==> src/rtl/tqvp_xoshiro_fifo_prng.sv <==
// tqvp_xoshiro_fifo_prng
//   TinyQV peripheral that returns xoshiro128++ words. The generator runs ahead
//   of the bus and pre-fills a DEPTH-word FIFO. A DATA read pops the FIFO head.
//   If the FIFO is empty but the generator can run, the read is stalled for one
//   cycle. If the generator cannot run (disabled or all-zero state), the read
//   returns 0 immediately and the sticky UNDERFLOW flag is set.
//
// Ports
//   clk            project clock
//   rst            synchronous active-high reset
//   ui_in[7:0]     unused
//   uo_out[7:0]    tied to 0
//   address[5:0]   byte address: 00 DATA, 04..10 SEED0..3, 14 CTRL, 18 STATUS, 1C COUNT
//   data_in[31:0]  write data
//   data_write_n   11 none, 00 byte, 01 half, 10 word
//   data_read_n    11 none, 00 byte, 01 half, 10 word
//   data_out[31:0] read data; byte/half reads are zero-extended
//   data_ready     low only while a DATA read waits for the first refill word
//   user_interrupt IRQ_EN & (FILL >= THRESH)
module tqvp_xoshiro_fifo_prng #(
  parameter int unsigned DEPTH = 4,
  parameter logic [31:0] SEED0 = 32'h1,
  parameter logic [31:0] SEED1 = 32'h2,
  parameter logic [31:0] SEED2 = 32'h3,
  parameter logic [31:0] SEED3 = 32'h4
) (
  input  logic        clk,
  input  logic        rst,
  input  logic [7:0]  ui_in,
  output logic [7:0]  uo_out,
  input  logic [5:0]  address,
  input  logic [31:0] data_in,
  input  logic [1:0]  data_write_n,
  input  logic [1:0]  data_read_n,
  output logic [31:0] data_out,
  output logic        data_ready,
  output logic        user_interrupt
);

  localparam int AW = (DEPTH > 2) ? $clog2(DEPTH) : 1;
  localparam int FW = AW + 1;
  localparam logic [FW-1:0] DEPTH_F = FW'(DEPTH);
  localparam logic [7:0]    DEPTH_8 = 8'(DEPTH);

  localparam logic [5:0] ADDR_DATA   = 6'h00;
  localparam logic [5:0] ADDR_SEED0  = 6'h04;
  localparam logic [5:0] ADDR_SEED1  = 6'h08;
  localparam logic [5:0] ADDR_SEED2  = 6'h0C;
  localparam logic [5:0] ADDR_SEED3  = 6'h10;
  localparam logic [5:0] ADDR_CTRL   = 6'h14;
  localparam logic [5:0] ADDR_STATUS = 6'h18;
  localparam logic [5:0] ADDR_COUNT  = 6'h1C;

  logic [31:0]   s0, s1, s2, s3;
  logic [31:0]   mem [DEPTH];
  logic [AW-1:0] rd_ptr, wr_ptr;
  logic [FW-1:0] fill;
  logic [31:0]   count;
  logic          en, irq_en, underflow;
  logic [7:0]    thresh;

  logic          rd_en, wr_en, wr_word, data_rd, seed_wr;
  logic          zero_state, can_gen, fifo_empty, fifo_full;
  logic          push, pop, underflow_set;
  logic [31:0]   sum, result;
  logic [31:0]   n0, n1, n2, n3, t;
  logic [31:0]   rd_word;
  logic [7:0]    fill8;

  assign uo_out = 8'h00;

  logic unused_ok;
  assign unused_ok = &{1'b0, ui_in};

  // Bus decode
  assign rd_en   = (data_read_n != 2'b11);
  assign wr_en   = (data_write_n != 2'b11);
  assign wr_word = (data_write_n == 2'b10);
  assign data_rd = rd_en && (address == ADDR_DATA);
  assign seed_wr = wr_word && ((address == ADDR_SEED0) || (address == ADDR_SEED1) ||
                               (address == ADDR_SEED2) || (address == ADDR_SEED3));

  assign zero_state = ~|{s0, s1, s2, s3};
  assign can_gen    = en && !zero_state;
  assign fifo_empty = (fill == '0);
  assign fifo_full  = (fill == DEPTH_F);
  assign fill8      = 8'(fill);

  // A pop frees a slot in the same cycle, so a full FIFO can still accept a push.
  assign pop           = data_rd && !fifo_empty;
  assign underflow_set = data_rd && fifo_empty && !can_gen;
  assign push          = can_gen && !seed_wr && (!fifo_full || pop);

  // xoshiro128++ output and next state
  always_comb begin
    sum    = s0 + s3;
    result = {sum[24:0], sum[31:25]} + s0;
    t      = s1 << 9;
    n2     = s2 ^ s0;
    n3     = s3 ^ s1;
    n1     = s1 ^ n2;
    n0     = s0 ^ n3;
    n2     = n2 ^ t;
    n3     = {n3[20:0], n3[31:21]};
  end

  always_ff @(posedge clk) begin
    if (rst) begin
      s0 <= SEED0;
      s1 <= SEED1;
      s2 <= SEED2;
      s3 <= SEED3;
    end else if (seed_wr) begin
      case (address)
        ADDR_SEED0: s0 <= data_in;
        ADDR_SEED1: s1 <= data_in;
        ADDR_SEED2: s2 <= data_in;
        ADDR_SEED3: s3 <= data_in;
        default: ;
      endcase
    end else if (push) begin
      s0 <= n0;
      s1 <= n1;
      s2 <= n2;
      s3 <= n3;
    end
  end

  // FIFO bookkeeping; a seed write flushes and discards any push of that cycle
  always_ff @(posedge clk) begin
    if (rst || seed_wr) begin
      rd_ptr <= '0;
      wr_ptr <= '0;
      fill   <= '0;
      count  <= '0;
    end else begin
      if (push) begin
        wr_ptr <= wr_ptr + AW'(1);
        count  <= count + 32'd1;
      end
      if (pop) rd_ptr <= rd_ptr + AW'(1);
      case ({push, pop})
        2'b10:   fill <= fill + FW'(1);
        2'b01:   fill <= fill - FW'(1);
        default: ;
      endcase
    end
  end

  always_ff @(posedge clk) begin
    if (push) mem[wr_ptr] <= result;
  end

  // CTRL / STATUS
  always_ff @(posedge clk) begin
    if (rst) begin
      en        <= 1'b1;
      irq_en    <= 1'b0;
      thresh    <= DEPTH_8;
      underflow <= 1'b0;
    end else begin
      if (wr_en && (address == ADDR_CTRL)) begin
        en     <= data_in[0];
        irq_en <= data_in[1];
        if (data_write_n != 2'b00) thresh <= data_in[15:8];
      end
      if (wr_en && (address == ADDR_STATUS) && (data_write_n != 2'b00) && data_in[10])
        underflow <= 1'b0;
      else if (underflow_set)
        underflow <= 1'b1;
    end
  end

  // Read path
  always_comb begin
    rd_word    = 32'h0;
    data_ready = 1'b1;
    if (rd_en) begin
      case (address)
        ADDR_DATA: begin
          if (!fifo_empty)  rd_word    = mem[rd_ptr];
          else if (can_gen) data_ready = 1'b0;
        end
        ADDR_CTRL:   rd_word = {16'h0, thresh, 6'h0, irq_en, en};
        ADDR_STATUS: rd_word = {20'h0, zero_state, underflow, fifo_empty, fifo_full, fill8};
        ADDR_COUNT:  rd_word = count;
        default:     rd_word = 32'h0;
      endcase
    end
    case (data_read_n)
      2'b00:   data_out = {24'h0, rd_word[7:0]};
      2'b01:   data_out = {16'h0, rd_word[15:0]};
      2'b10:   data_out = rd_word;
      default: data_out = 32'h0;
    endcase
  end

  assign user_interrupt = irq_en && (fill8 >= thresh);

endmodule

==> config.mk <==
export PLATFORM = sky130hd
export DESIGN_NAME = tqvp_xoshiro_fifo_prng
export DESIGN_NICKNAME = d
export VERILOG_FILES = /design/src/rtl/tqvp_xoshiro_fifo_prng.sv
export SDC_FILE = /design/constraint.sdc
export NUM_CORES = 1
export LEC_CHECK = 0
export CORE_AREA = 2 2 191 193
export CTS_CLUSTER_SIZE = 40
export DETAILED_ROUTE_END_ITERATION = 6
export DIE_AREA = 0 0 193 195
export PLACE_DENSITY = 0.68
export RECOVER_POWER = 50
export SYNTH_ARGS = -nofsm -noshare
export SYNTH_HDL_FRONTEND = slang
export SYNTH_SLANG_ARGS = --single-unit
==> constraint.sdc <==
create_clock -name clk -period 7.96 [get_ports clk]
set_input_delay 1.592 -clock clk [delete_from_list [all_inputs] [get_ports clk]]
set_output_delay 1.592 -clock clk [all_outputs]
set_load 0.03 [all_outputs]
# After elaboration in Yosys (flattened, before gate mapping)
# Memory sizes are Yosys's and may differ from the RTL's. A register that Yosys moved wholly into a read port is not among the register bits.
# Cells that the tools add are included.
dict set report totals {
  rom_bits 0
  latch_bits 0
  ramBits 128
  reg_bits 178
  mem_count 1
  input_bits 52
}
# memory depth word_bits rd rd_clocked_by_memory_dff write_ports line
set memory_table {}
lappend memory_table {mem 4 32 1 1 1 55} ;# logic [31:0] mem [DEPTH];
dict set report op_classes {
  mux 25
  bitwise 5
  n_div 0
  n_eq_ne 19
  n_shift 0
  n_lt_le_gt_ge 1
  reduce_logical 36
  mul 0
  addsub 7
}
# cell n
set op_table {}
lappend op_table {{2-to-1 mux 32 bit} 14}
lappend op_table {{XOR 32 bit} 5}
lappend op_table {{one-hot mux 32 bit (4 select lines)} 1}
lappend op_table {{OR reduction 128 bit} 1}
lappend op_table {{one-hot mux 32 bit (3 select lines)} 1}
lappend op_table {{adder 32 bit} 2}
lappend op_table {{adder 32 x 1 -> 32 bit (second input constant)} 1}
lappend op_table {{== test 6 x 5 -> 1 bit (second input constant)} 4}
lappend op_table {{logical AND 1 bit} 13}
lappend op_table {{== test 6 x 4 -> 1 bit (second input constant)} 2}
lappend op_table {{AND reduction 2 bit} 5}
lappend op_table {{>= comparator 3 x 8 -> 1 bit} 1}
lappend op_table {{inequality test 2 x 1 -> 1 bit (second input constant)} 4}
lappend op_table {{== test 2 bit (second input constant)} 3}
lappend op_table {{== test 6 x 3 -> 1 bit (second input constant)} 1}
lappend op_table {{zero test 6 bit} 1}
lappend op_table {{2-to-1 mux 1 bit} 6}
lappend op_table {{one-hot mux 3 bit (2 select lines)} 1}
lappend op_table {{nonzero test 2 bit} 3}
lappend op_table {{zero test 1 bit} 5}
lappend op_table {{logical OR 1 bit} 5}
lappend op_table {{adder 2 x 1 -> 2 bit (second input constant)} 2}
lappend op_table {{== test 2 x 1 -> 1 bit (second input constant)} 2}
lappend op_table {{2-to-1 mux 2 bit} 2}
lappend op_table {{other kinds (7)} 8}

# Logic depth before layout (Yosys ltp)
# Gate-level depths: netlist (run 1).
dict set report depth {
  depth_word 10
  depth_mapped 21
  mapped_depth_nobuf 21
}

# Worst setup path before layout (run 1)
# Ideal clock, no wire load.
dict set report synth_path {
  path_type {register to register}
  from {register s0[0]}
  to {memory mem[0][31] (data pin)}
  stages_incl_launch_ff 21
  path_buffers 0
  required_ns 7.684
  setup_slack_ns 2.626
  arrival_time_ns 5.058
  cell_sequence {dfxtp_1 -> ha_1 -> fa_1 -> a211oi_1 -> o21ai_0 -> o21ai_0 -> a21oi_1 -> o211a_1 -> a311oi_1 -> o21ai_0 -> xnor2_1 -> ha_1 -> a211oi_1 -> o21ai_0 -> a2111oi_0 -> nor3_1 -> nor4b_1 -> o41ai_2 -> o21ai_0 -> a221oi_2 -> xnor2_1}
}
dict set report synth_between {
  elab_chain_cells 2
}
# element line
set synth_lines {}
lappend synth_lines {{start, declared} 54} ;# logic [31:0] s0, s1, s2, s3;
lappend synth_lines {{start signal, assigned} 115} ;# ADDR_SEED0: s0 <= data_in;
lappend synth_lines {{start signal, assigned} 122} ;# s0 <= n0;
lappend synth_lines {{adder 32 bit} 96} ;# sum = s0 + s3;
lappend synth_lines {{adder 32 bit (*)} 97} ;# result = {sum[24:0], sum[31:25]} + s0;
lappend synth_lines {{net result[31]} 65} ;# logic [31:0] sum, result;
lappend synth_lines {{end, declared} 55}
# The timed path passes the listed nets; every way through them passes the cells marked *.

# Final worst setup path (run 1)
dict set report layout_path {
  from {register s0[1]}
  to {memory mem[0][31] (data pin)}
}
# The elaborated chain is that of the path after synthesis.

==> flow_metrics.py, run 1 <==
metrics = {
    "timing": {
        "finalCriticalPeriod_ns": 6.91,
        "slew_headroom": -0.926,
        "hold_slack_ns": 0.509,
        "clock_skew_ns": 0.0243,
        "fin_setup_tns_ns": 0,
        "finalHoldViolCount": 0,
        "setup_violations": 0,
        "rsz0062_at_grt": "false",
        "timing.final.max_slew_violations": 371,
        "max_freq_mhz": 145,
        "tightestPinTransition_ns": 2.89,
        "finalCritPeriodShare": 0.868,
    },
    "detailed_routing": {
        "first_iter_violations": 1294,
        "routed_wirelength_um": 52000,
        "wl_per_cell_um": 21.7,
        "first_pass_iters": 7,
        "final_antenna_net_count": 0,
        "vias": 15000,
        "drc_errors": 0,
        "via_per_inst": 6.26,
    },
    "place": {
        "dp_hpwl_um": 36900,
        "placed_cells": 2333,
        "gp_congestion": 0.994,
        "port_buffers": 77,
    },
    "clock_network": {
        "clock_latency_ns": 0.55,
        "ctsRootBufferMaster": "clkbuf_16",
        "numCtsBuffers": 36,
        "cts_tree": "yes",
        "hold_buffers": 0,
        "cts.path.max_buffers": 3,
        "clock_sinks": 308,
        "htreeDepth": 2,
        "clk_pin_slew_ns": 0.06,
        "cts_setup_buffers": 0,
        "ctsResizeCount": 0,
    },
    "floorplan": {
        "core_um2": 35400,
        "die_h_um": 195,
        "fp-row-count": 69,
        "die-area_um2": 37600,
        "fp.dieW_um": 193,
        "start_util": 0.497,
        "pin_count": 94,
    },
    "synthesis": {
        "ys_types": 72,
        "yosysWarnings": 0,
        "synth-edff-count": 128,
        "netlist_area_um2": 17600,
        "syn_avg_cell_area_um2": 9.41,
        "netlist_instances": 1868,
        "synth_ff_type": "dfxtp_1",
        "yosysSeqAreaShare": 0.424,
        "synthArstFlopShare": 0,
        "synth-seq-cells": 308,
    },
    "layout": {
        "multi_input_area_um2": 9610,
        "final_cells": 2397,
        "syn2layout_area_growth_pct": 12.5,
        "nets": 2036,
        "layout_commonest_cell": "nand2_1",
        "ff_latch_area_um2": 7450,
        "num-fill-cells": 3138,
        "layout_common_cells": "nand2_1 (266), nor2_1 (213), dfxtp_1 (179)",
        "diodes": 0,
        "drive_above_1_share": 0.0584,
    },
    "global_route": {
        "grt_pass1_wl_um": 80000,
        "grt_usage": 0.275,
        "grt_max_degree": 97,
        "antenna_found_initial": 0,
        "grt_pass1_vias": 13900,
        "grt-ovfl-total": 0,
    },
    "job": {
        "drv_cap": 8,
    },
    "critical_path": {
        "reg2regPathDepth": 20,
        "max_stage_delay_ns": 0.57,
        "crit_type": "flop to flop",
        "critical_path_buf_inv_count": 1,
        "arrival_ns": 7.16,
        "endpoint_kind": "flop",
        "cpMostUsedCell": "o21ai_0",
        "crit_fanout": 9,
        "cp_cell_sequence": "clkbuf_1 -> fa_1 -> a211oi_1 -> o21ai_0 -> o21ai_0 -> a21oi_1 -> o211a_1 -> a311oi_1 -> o21ai_0 -> xnor2_1 -> ha_1 -> a211oi_1 -> o21ai_0 -> a2111oi_0 -> nor3_1 -> nor4b_1 -> o41ai_2 -> o21ai_0 -> a221oi_2 -> xnor2_1",
        "crit_family": "compound AO/OA/AOI/OAI gates",
        "crit_path_start_kind": "flop",
        "critPathRequiredTime_ns": 8.21,
        "crit_cells": 20,
        "slowest_stage": "a311oi_1",
    },
    "status": {
        "status": "complete, but fails checks",
        "violations": "capacitance limit, slew limit",
    },
    "pwr": {
        "power_density_nw_per_um2": 443,
        "vdd_drop_max_v": 0.000197,
        "p_leak_nw": 7.48,
    },
    "hold_path": {
        "hold_path_depth": 2,
        "hp-class": "flop to flop",
    },
}
[worst paths after layout]
kind	slack (ns)	start	end
max	1.05	s0[1]$_SDFFE_PP0P_	mem[0][31]$_DFFE_PP_
min	0.51	count[16]$_SDFFE_PP0P_	count[16]$_SDFFE_PP0P_
max reg2reg	1.05	s0[1]$_SDFFE_PP0P_	mem[0][31]$_DFFE_PP_
min reg2reg	0.51	count[16]$_SDFFE_PP0P_	count[16]$_SDFFE_PP0P_
[stage by stage]
stage	total power (W)	cell area (um^2)	utilization	worst slack, ns
6_report	0.00875	19800	0.559	1.05
5_1_grt	0.00930	19800	0.559	0.612
4_1_cts	0.00872	19800	0.560	1.22
3_5_place_dp	0.00711	18700	0.529	1.28
3_3_place_gp	0.00695	18700	0.529	1.31
2_1_floorplan	0.00597	17600	-	2.63
[power by group]
group          switching, W  leakage, nW  total (W)  internal, W
combinational       0.00225         4.24    0.00393      0.00169
sequential         0.000641         2.69    0.00323      0.00259
clock              0.000646        0.550    0.00159     0.000941
total               0.00353         7.48    0.00875      0.00522
[cell type report]
type | count | area share
Multi-Input combinational cell | 1433 | 0.486
Tap cell | 461 | 0.0292
Sequential cell | 308 | 0.377
Timing Repair Buffer | 98 | 0.0452
Clock inverter | 11 | 0.00595
Inverter | 33 | 0.00626
Clock buffer | 53 | 0.0508
[cells in the mapped netlist (8+ instances only)]
library cell | number | area [um^2]
mux4_2 | 32 | 721
nand2b_1 | 14 | 87.6
o31ai_1 | 64 | 480
mux2i_1 | 16 | 160
nor2_1 | 213 | 800
nand3_1 | 22 | 110
o211ai_1 | 32 | 240
buf_4 | 9 | 67.6
a22oi_1 | 96 | 721
nor2b_1 | 8 | 50.1
nand2_1 | 266 | 998
a31oi_1 | 10 | 62.6
xnor2_1 | 136 | 1190
nor4_1 | 37 | 231
a21o_1 | 23 | 173
o21ai_0 | 37 | 185
nor3_1 | 27 | 135
inv_1 | 33 | 124
xor2_1 | 38 | 333
o21a_1 | 11 | 82.6
o21bai_1 | 11 | 82.6
clkbuf_1 | 67 | 251
nand4_1 | 17 | 106
buf_2 | 22 | 110
and3_1 | 16 | 100
dfxtp_1 | 180 | 3600
ha_1 | 71 | 888
a311oi_1 | 27 | 236
a21oi_1 | 110 | 551
edfxtp_1 | 128 | 3840
[worst min-delay path, delay by kind of cell (launching register included)]
family | cells | cell delay (ns)
flip-flops | 1 | 0.33
AO/OA/AOI/OAI | 2 | 0.14
[flip-flops by register name, indices dropped and copies added (netlist names), 2 cells and up, named ones only]
register and cells:
mem 128, count 32, s0 32, s1 32, s2 32, s3 32, thresh 8, fill 3
rd_ptr 2, wr_ptr 2
[kinds of logic (layout without fill, tap and decap cells)]
| logic type | Yosys count | after routing | synth area share |
|---|---|---|---|
| fa+ha+maj | 74 | 74 | 0.0540 |
| compound gates | 466 | 466 | 0.185 |
| xor+xnor | 174 | 174 | 0.0867 |
| mux | 48 | 48 | 0.0501 |
| simple gates | 663 | 663 | 0.168 |
| other cells | 1 | 8 | 0.000213 |
| flops | 308 | 308 | 0.424 |
| buf+inv | 134 | 195 | 0.0321 |
[per-layer routing]
metal / global-route usage / vias to the layer above / routed length [um]
li1: - / 6965 / -
met1: 0.371 / 7243 / 22000
met3: 0.0485 / 161 / 3910
met5: 0 / - / 0
met2: 0.432 / 627 / 23600
met4: 0.124 / 0 / 2550
(Power assumes the default switching activity.)
==> inputs of run 2 (changes only) <==
--- a/config.mk
+++ b/config.mk
@@ -5,11 +5,13 @@
 export SDC_FILE = /design/constraint.sdc
 export NUM_CORES = 1
 export LEC_CHECK = 0
-export CORE_AREA = 2 2 191 193
+export CELL_PAD_IN_SITES_DETAIL_PLACEMENT = 2
+export CELL_PAD_IN_SITES_GLOBAL_PLACEMENT = 2
+export CORE_AREA = 2 2 208 210
 export CTS_CLUSTER_SIZE = 40
 export DETAILED_ROUTE_END_ITERATION = 6
-export DIE_AREA = 0 0 193 195
-export PLACE_DENSITY = 0.68
+export DIE_AREA = 0 0 210 212
+export PLACE_DENSITY_LB_ADDON = 0.1
 export RECOVER_POWER = 50
 export SYNTH_ARGS = -nofsm -noshare
 export SYNTH_HDL_FRONTEND = slang
==> flow_metrics.py, run 2 (synthesized netlist as in run 1, its figures left out) <==
metrics = {
    "status": {
        "status": "complete, but fails checks",
        "violations": "capacitance limit, slew limit",
    },
    "layout": {
        "layout_commonest_cell": "nand2_1",
        "layout_common_cells": "nand2_1 (266), nor2_1 (213), dfxtp_1 (179)",
        "diodes": 0,
        "largest_reg_flops": 128,
        "finalInstanceArea_um2": 20100,
        "drive_above_1_share": 0.0648,
        "top_register": "mem",
        "syn2layout_area_growth_pct": 14.2,
        "final_util": 0.472,
        "nets": 2045,
        "num-fill-cells": 4488,
    },
    "critical_path": {
        "slowest_stage": "o41ai_2",
        "crit_type": "flop to flop",
        "crit_path_start_kind": "flop",
        "reg2regPathDepth": 21,
        "crit_fanout": 8,
        "max_stage_delay_ns": 0.57,
        "critPathCapture": "mem[1][31]$_DFFE_PP_",
        "cp_cell_sequence": "ha_1 -> fa_1 -> a211oi_1 -> o21ai_0 -> o21ai_0 -> a21oi_1 -> o211a_1 -> a311oi_1 -> clkbuf_1 -> o21ai_0 -> xnor2_1 -> ha_1 -> a211oi_1 -> o21ai_0 -> a2111oi_0 -> nor3_1 -> nor4b_1 -> o41ai_2 -> o21ai_0 -> a221oi_2 -> xnor2_1",
        "reg2reg_from": "s0[0]$_SDFFE_PP1P_",
        "endpoint_kind": "flop",
        "cpMostUsedCell": "o21ai_0",
        "r2r_end": "mem[1][31]$_DFFE_PP_",
        "worstSetupStartpoint": "s0[0]$_SDFFE_PP1P_",
        "arrival_ns": 7.62,
        "rrSetupSlack_ns": 0.65,
        "critPathRequiredTime_ns": 8.27,
    },
    "floorplan": {
        "fp.dieW_um": 210,
        "die-area_um2": 44500,
        "fp-row-count": 76,
        "die_h_um": 212,
        "pin_count": 94,
        "core_um2": 42500,
        "start_util": 0.414,
    },
    "timing": {
        "max_freq_mhz": 137,
        "fin_setup_tns_ns": 0,
        "rsz0062_at_grt": "false",
        "layout_setup_ws_ns": 0.646,
        "timing.final.max_slew_violations": 347,
        "finalHoldViolCount": 0,
        "slew_headroom": -0.936,
        "setup_violations": 0,
        "tightestPinTransition_ns": 2.90,
        "hold_slack_ns": 0.520,
        "finalCriticalPeriod_ns": 7.31,
        "finalCritPeriodShare": 0.919,
        "clock_skew_ns": 0.0179,
    },
    "clock_network": {
        "cts_setup_buffers": 0,
        "clk_pin_slew_ns": 0.06,
        "cts.path.max_buffers": 3,
        "clock_sinks": 308,
        "cts_tree": "yes",
        "ctsResizeCount": 0,
        "htreeDepth": 2,
        "clock_latency_ns": 0.58,
        "numCtsBuffers": 39,
        "hold_buffers": 0,
        "ctsRootBufferMaster": "clkbuf_16",
    },
    "global_route": {
        "grt_usage": 0.327,
        "grt-ovfl-total": 0,
        "grt_max_degree": 75,
        "grt_pass1_vias": 16900,
        "antenna_found_initial": 0,
        "grt_pass1_wl_um": 110000,
    },
    "detailed_routing": {
        "routed_wirelength_um": 72200,
        "final_antenna_net_count": 0,
        "vias": 15600,
        "wl_per_cell_um": 29.0,
        "first_iter_violations": 1128,
        "first_pass_iters": 5,
        "drc_errors": 0,
        "via_per_inst": 6.27,
    },
    "pwr": {
        "p_leak_nw": 7.58,
        "power_density_nw_per_um2": 478,
        "vdd_drop_max_v": 0.000197,
    },
    "place": {
        "port_buffers": 77,
        "dp_hpwl_um": 50800,
        "place_ws_ns": 0.854,
        "gp_congestion": 0.905,
        "placed_area_um2": 18900,
    },
    "hold_path": {
        "hp-class": "flop to flop",
        "hold_path_depth": 2,
    },
    "job": {
        "drv_cap": 9,
    },
}
## run 2: stage by stage
| step | cells | power [W] |
|---|---|---|
| 3_5_place_dp | 2424 | 0.00760 |
| 6_report | 2491 | 0.00959 |
| 2_1_floorplan | 1875 | 0.00597 |
| 5_1_grt | 2491 | 0.0101 |
| 4_1_cts | 2491 | 0.00955 |
| 3_3_place_gp | 2424 | 0.00710 |
## run 2: worst min-delay path by stage
stage	from	endpoint	slack, ns
after CTS	count[11]$_SDFFE_PP0P_	count[11]$_SDFFE_PP0P_	0.52
after floorplan	en$_SDFFE_PP1P_	en$_SDFFE_PP1P_	0.47
after detailed placement	underflow$_SDFFE_PP0P_	underflow$_SDFFE_PP0P_	0.52
final	count[11]$_SDFFE_PP0P_	count[11]$_SDFFE_PP0P_	0.52
after global placement	count[16]$_SDFFE_PP0P_	count[16]$_SDFFE_PP0P_	0.48
after global routing	count[11]$_SDFFE_PP0P_	count[11]$_SDFFE_PP0P_	0.55
## run 2: layer usage
layer,track usage,vias up,part of all wire
met2,0.583,377,0.51
met1,0.390,8140,0.41
li1,-,6960,-
met3,0.0510,151,0.040
met4,0.144,0,0.046
met5,0,-,0
## run 2: layout make-up
| cell class | instances | area [um^2] | share of cell area |
|---|---|---|---|
| inverter | 33 | 124 | 0.00617 |
| timing repair buffer | 104 | 931 | 0.0464 |
| multi-input combinational | 1433 | 9610 | 0.479 |
| tap | 546 | 683 | 0.0340 |
| sequential | 308 | 7450 | 0.371 |
| clock inverter | 21 | 243 | 0.0121 |
| clock buffer | 46 | 1030 | 0.0514 |
## run 2: critical path: cells and delay by family (launching register included)
family          cells  cell delay, ns
compound gates     13            4.08
buf+inv             1            0.24
fa+ha+maj           3            1.08
flops               1            0.42
simple gates        2            0.46
xor+xnor            2            0.76
## run 2: report_power, final
part | leakage (nW) | internal [W] | total, W | switching, W
registers | 2.69 | 0.00260 | 0.00331 | 0.000711
logic | 4.26 | 0.00171 | 0.00444 | 0.00273
clock network | 0.628 | 0.00106 | 0.00183 | 0.000768
total | 7.58 | 0.00538 | 0.00959 | 0.00421
==> RTL change (config.mk and constraints of run 2) <==
`DEPTH`: 4 -> 2.
--- a/src/rtl/tqvp_xoshiro_fifo_prng.sv
+++ b/src/rtl/tqvp_xoshiro_fifo_prng.sv
@@ -18,7 +18,7 @@
 //   data_ready     low only while a DATA read waits for the first refill word
 //   user_interrupt IRQ_EN & (FILL >= THRESH)
 module tqvp_xoshiro_fifo_prng #(
-  parameter int unsigned DEPTH = 4,
+  parameter int unsigned DEPTH = 2,
   parameter logic [31:0] SEED0 = 32'h1,
   parameter logic [31:0] SEED1 = 32'h2,
   parameter logic [31:0] SEED2 = 32'h3,
Formal check against the unedited RTL: not equivalent (Yosys sat finds a counterexample within 4 cycles, from zero or initial values and one cycle with rst high).
==> RTL change against run 2 <==
  * The run still ends with max-capacitance violations, max-slew violations left
  * Largest cell class unchanged
  * Synthesized cell count down 4.8%
  * Global-route usage down 5.3 points
  * Largest power group unchanged
  * Total power fell by 19%
  * First-iteration DRC count is 27% lower
  * Setup slack gained 0.30 ns
  * Area after synthesis decreased by 15%
  * Highest routed layer unchanged
  * Count of clock-buffer cells in the layout is 4 lower
  * Routed wire length shrank 16%
  * Via count shrank 11%
  * Sequential cell count shrank 68
  * Cell area decreased by 15%
  * Critical endpoint is now s0[24]
==> RTL change: results (changes against run 2) <==
Finish:
- The net count reported at finish came to 1927 (-5.8%).
- The share of final-layout standard cells stronger than drive strength 1 was 4.59% (-1.9 points).
- The flip-flop count of the largest register after layout was 64 (-50%).

STA:
- The worst slew slack as a fraction of its limit is -60.2% (+33 points).
- The number of max-slew violations in the final report is 96 (-72%).
- The setup skew after layout is 0.0245 ns (+0.00662 ns).

Global routing:
- The global-route wire length before repair is 93.3 mm (-15%).
- The global-route usage over all layers is 27.3% (-5.3 points).
- The number of global-route vias before repair came to 14800 (-12%).
- The pin count of the biggest net entering global routing was 63 (-16%).

Place:
- The global placement routability congestion was 0.842 (-6.9%).
- The half-perimeter wire length of the detailed placement result is 45.0 mm (-12%).

Worst setup path:
- The reg-to-reg setup timing slack is 1.44 ns (+0.79 ns).
- The critical path arrival was 7.52 ns (-0.10 ns).
- The top fanout value on the critical path came to 53 (+45).

Clock tree:
- The number of buffers added by the clock tree synthesis step is 30 (-23%).
- The number of H-tree levels is 1 (-1).
- The clock insertion delay at the later pin of the skew report came to 0.58 ns (about the same).
- The number of buffers between clock root and the deepest sink is 3 (unchanged).

Worst hold path:
- The kind of path behind the tightest hold check is flop to flop.

Routing:
- The final wirelength was 60.7 mm (-16%).
- The first-iteration detailed-routing DRC count was 822 (-27%).
- The total via count in the routed design is 13900 (-11%).

Logic synthesis:
- The async set or reset register ratio after synthesis is 0% (unchanged).
- The area fraction in compound gates after synthesis is 20.4% (+1.9 points).
- The post-synthesis cell type count was 69 (-4.2%).
- The register area share after synthesis came to 36.3% (-6.1 points).
- The fraction of synthesized cell area in xor and xnor cells is 11.1% (+2.4 points).
- Ranked by total cell area, the synthesized netlist is headed by dfxtp_1 23%, edfxtp_1 13%, xnor2_1 7.1%.
- The biggest area contributor in the post-synthesis netlist is dfxtp_1.
- The warning count from the yosys run came to 0 (unchanged).
- The share of cell area taken by muxes after synthesis is 3.03% (-2.0 points).
- The fraction of the mapped netlist area in adder cells was 5.77% (+0.38 points).
- In the synthesized netlist, the cells that appear most often are 251 x nor2_1, 213 x nand2_1, 176 x dfxtp_1.
- The number of synthesized flops with an enable pin is 64 (-50%).

Run:
- The number of violations of the max-capacitance limit is 3 (-6).

Pwr:
- The maximum VDD drop is 0.181 mV (-8.0%).
- The reported leakage power is 6.84 nW (-9.8%).

Status:
- The run finished, with violations left.
- The checks that failed: max-capacitance violations, max-slew violations.
## RTL change: changes by cell type after synthesis, moves of 26 or more
cell,delta
mux4_2,-32
xor2_1,+30
nand2_1,-53
edfxtp_1,-64
mux2i_1,+26
a21oi_1,+26
nor2_1,+38
o21ai_0,+35
a22oi_1,-51
## RTL change: critical path, cell delays in order
cell and delay, ns:
clkdlybuf4s50_1 0.41, nor3_1 0.75, nand3_1 1.91, and2_0 0.84
nor2_1 0.51, nand2_1 0.87, o21ai_0 0.38, a221o_1 0.21
## RTL change: logic make-up after synthesis
family	Yosys count
AND/OR/NAND/NOR	654
AO/OA/AOI/OAI	456
flip-flops	240
XOR/XNOR	190
buffers and inverters	124
adder cells (fa/ha/maj)	68
multiplexers	45
other	1
## RTL change: per-stage QoR
stage	std cells	cell area [sq um]	hold slack (ns)	worst slack, ns
finish	2376	17100	0.523	0.947
CTS	2376	17200	0.523	1.35
global route	2376	17100	0.543	0.465
detailed placement	2321	16200	0.508	1.35
floorplan	1785	15000	0.468	3.08
global placement	2321	16200	0.495	1.48
## RTL change: layout make-up
type / count / area [sq um]
Clock buffer: 42 / 900
Timing Repair Buffer: 93 / 881
Multi-Input combinational cell: 1421 / 9030
Inverter: 21 / 78.8
Tap cell: 546 / 683
Sequential cell: 240 / 5450
Clock inverter: 13 / 110
Fill cell: 4758 / 25400
## RTL change: power breakdown
part           leakage (nW)  switching (W)  internal, W  total, W
registers              2.08       0.000626      0.00190   0.00253
logic                  4.26        0.00231      0.00151   0.00382
clock network         0.503       0.000569     0.000846   0.00141
## RTL change: path summary, 6_finish.rpt
kind | start | end | depth (start not counted)
max | address[5] | s0[24] | 8
min | count[31] | count[31] | 2
max reg2reg | s0[2] | mem[0][31] | 20
min reg2reg | count[31] | count[31] | 2
## RTL change: metal layers
layer	global-route usage, %	up-vias	share of wire (%)
li1	-	6456	-
met1	36.1	7135	46
met2	48.0	222	48
met3	2.56	78	3.1
met4	6.85	0	2.6
met5	0	-	0
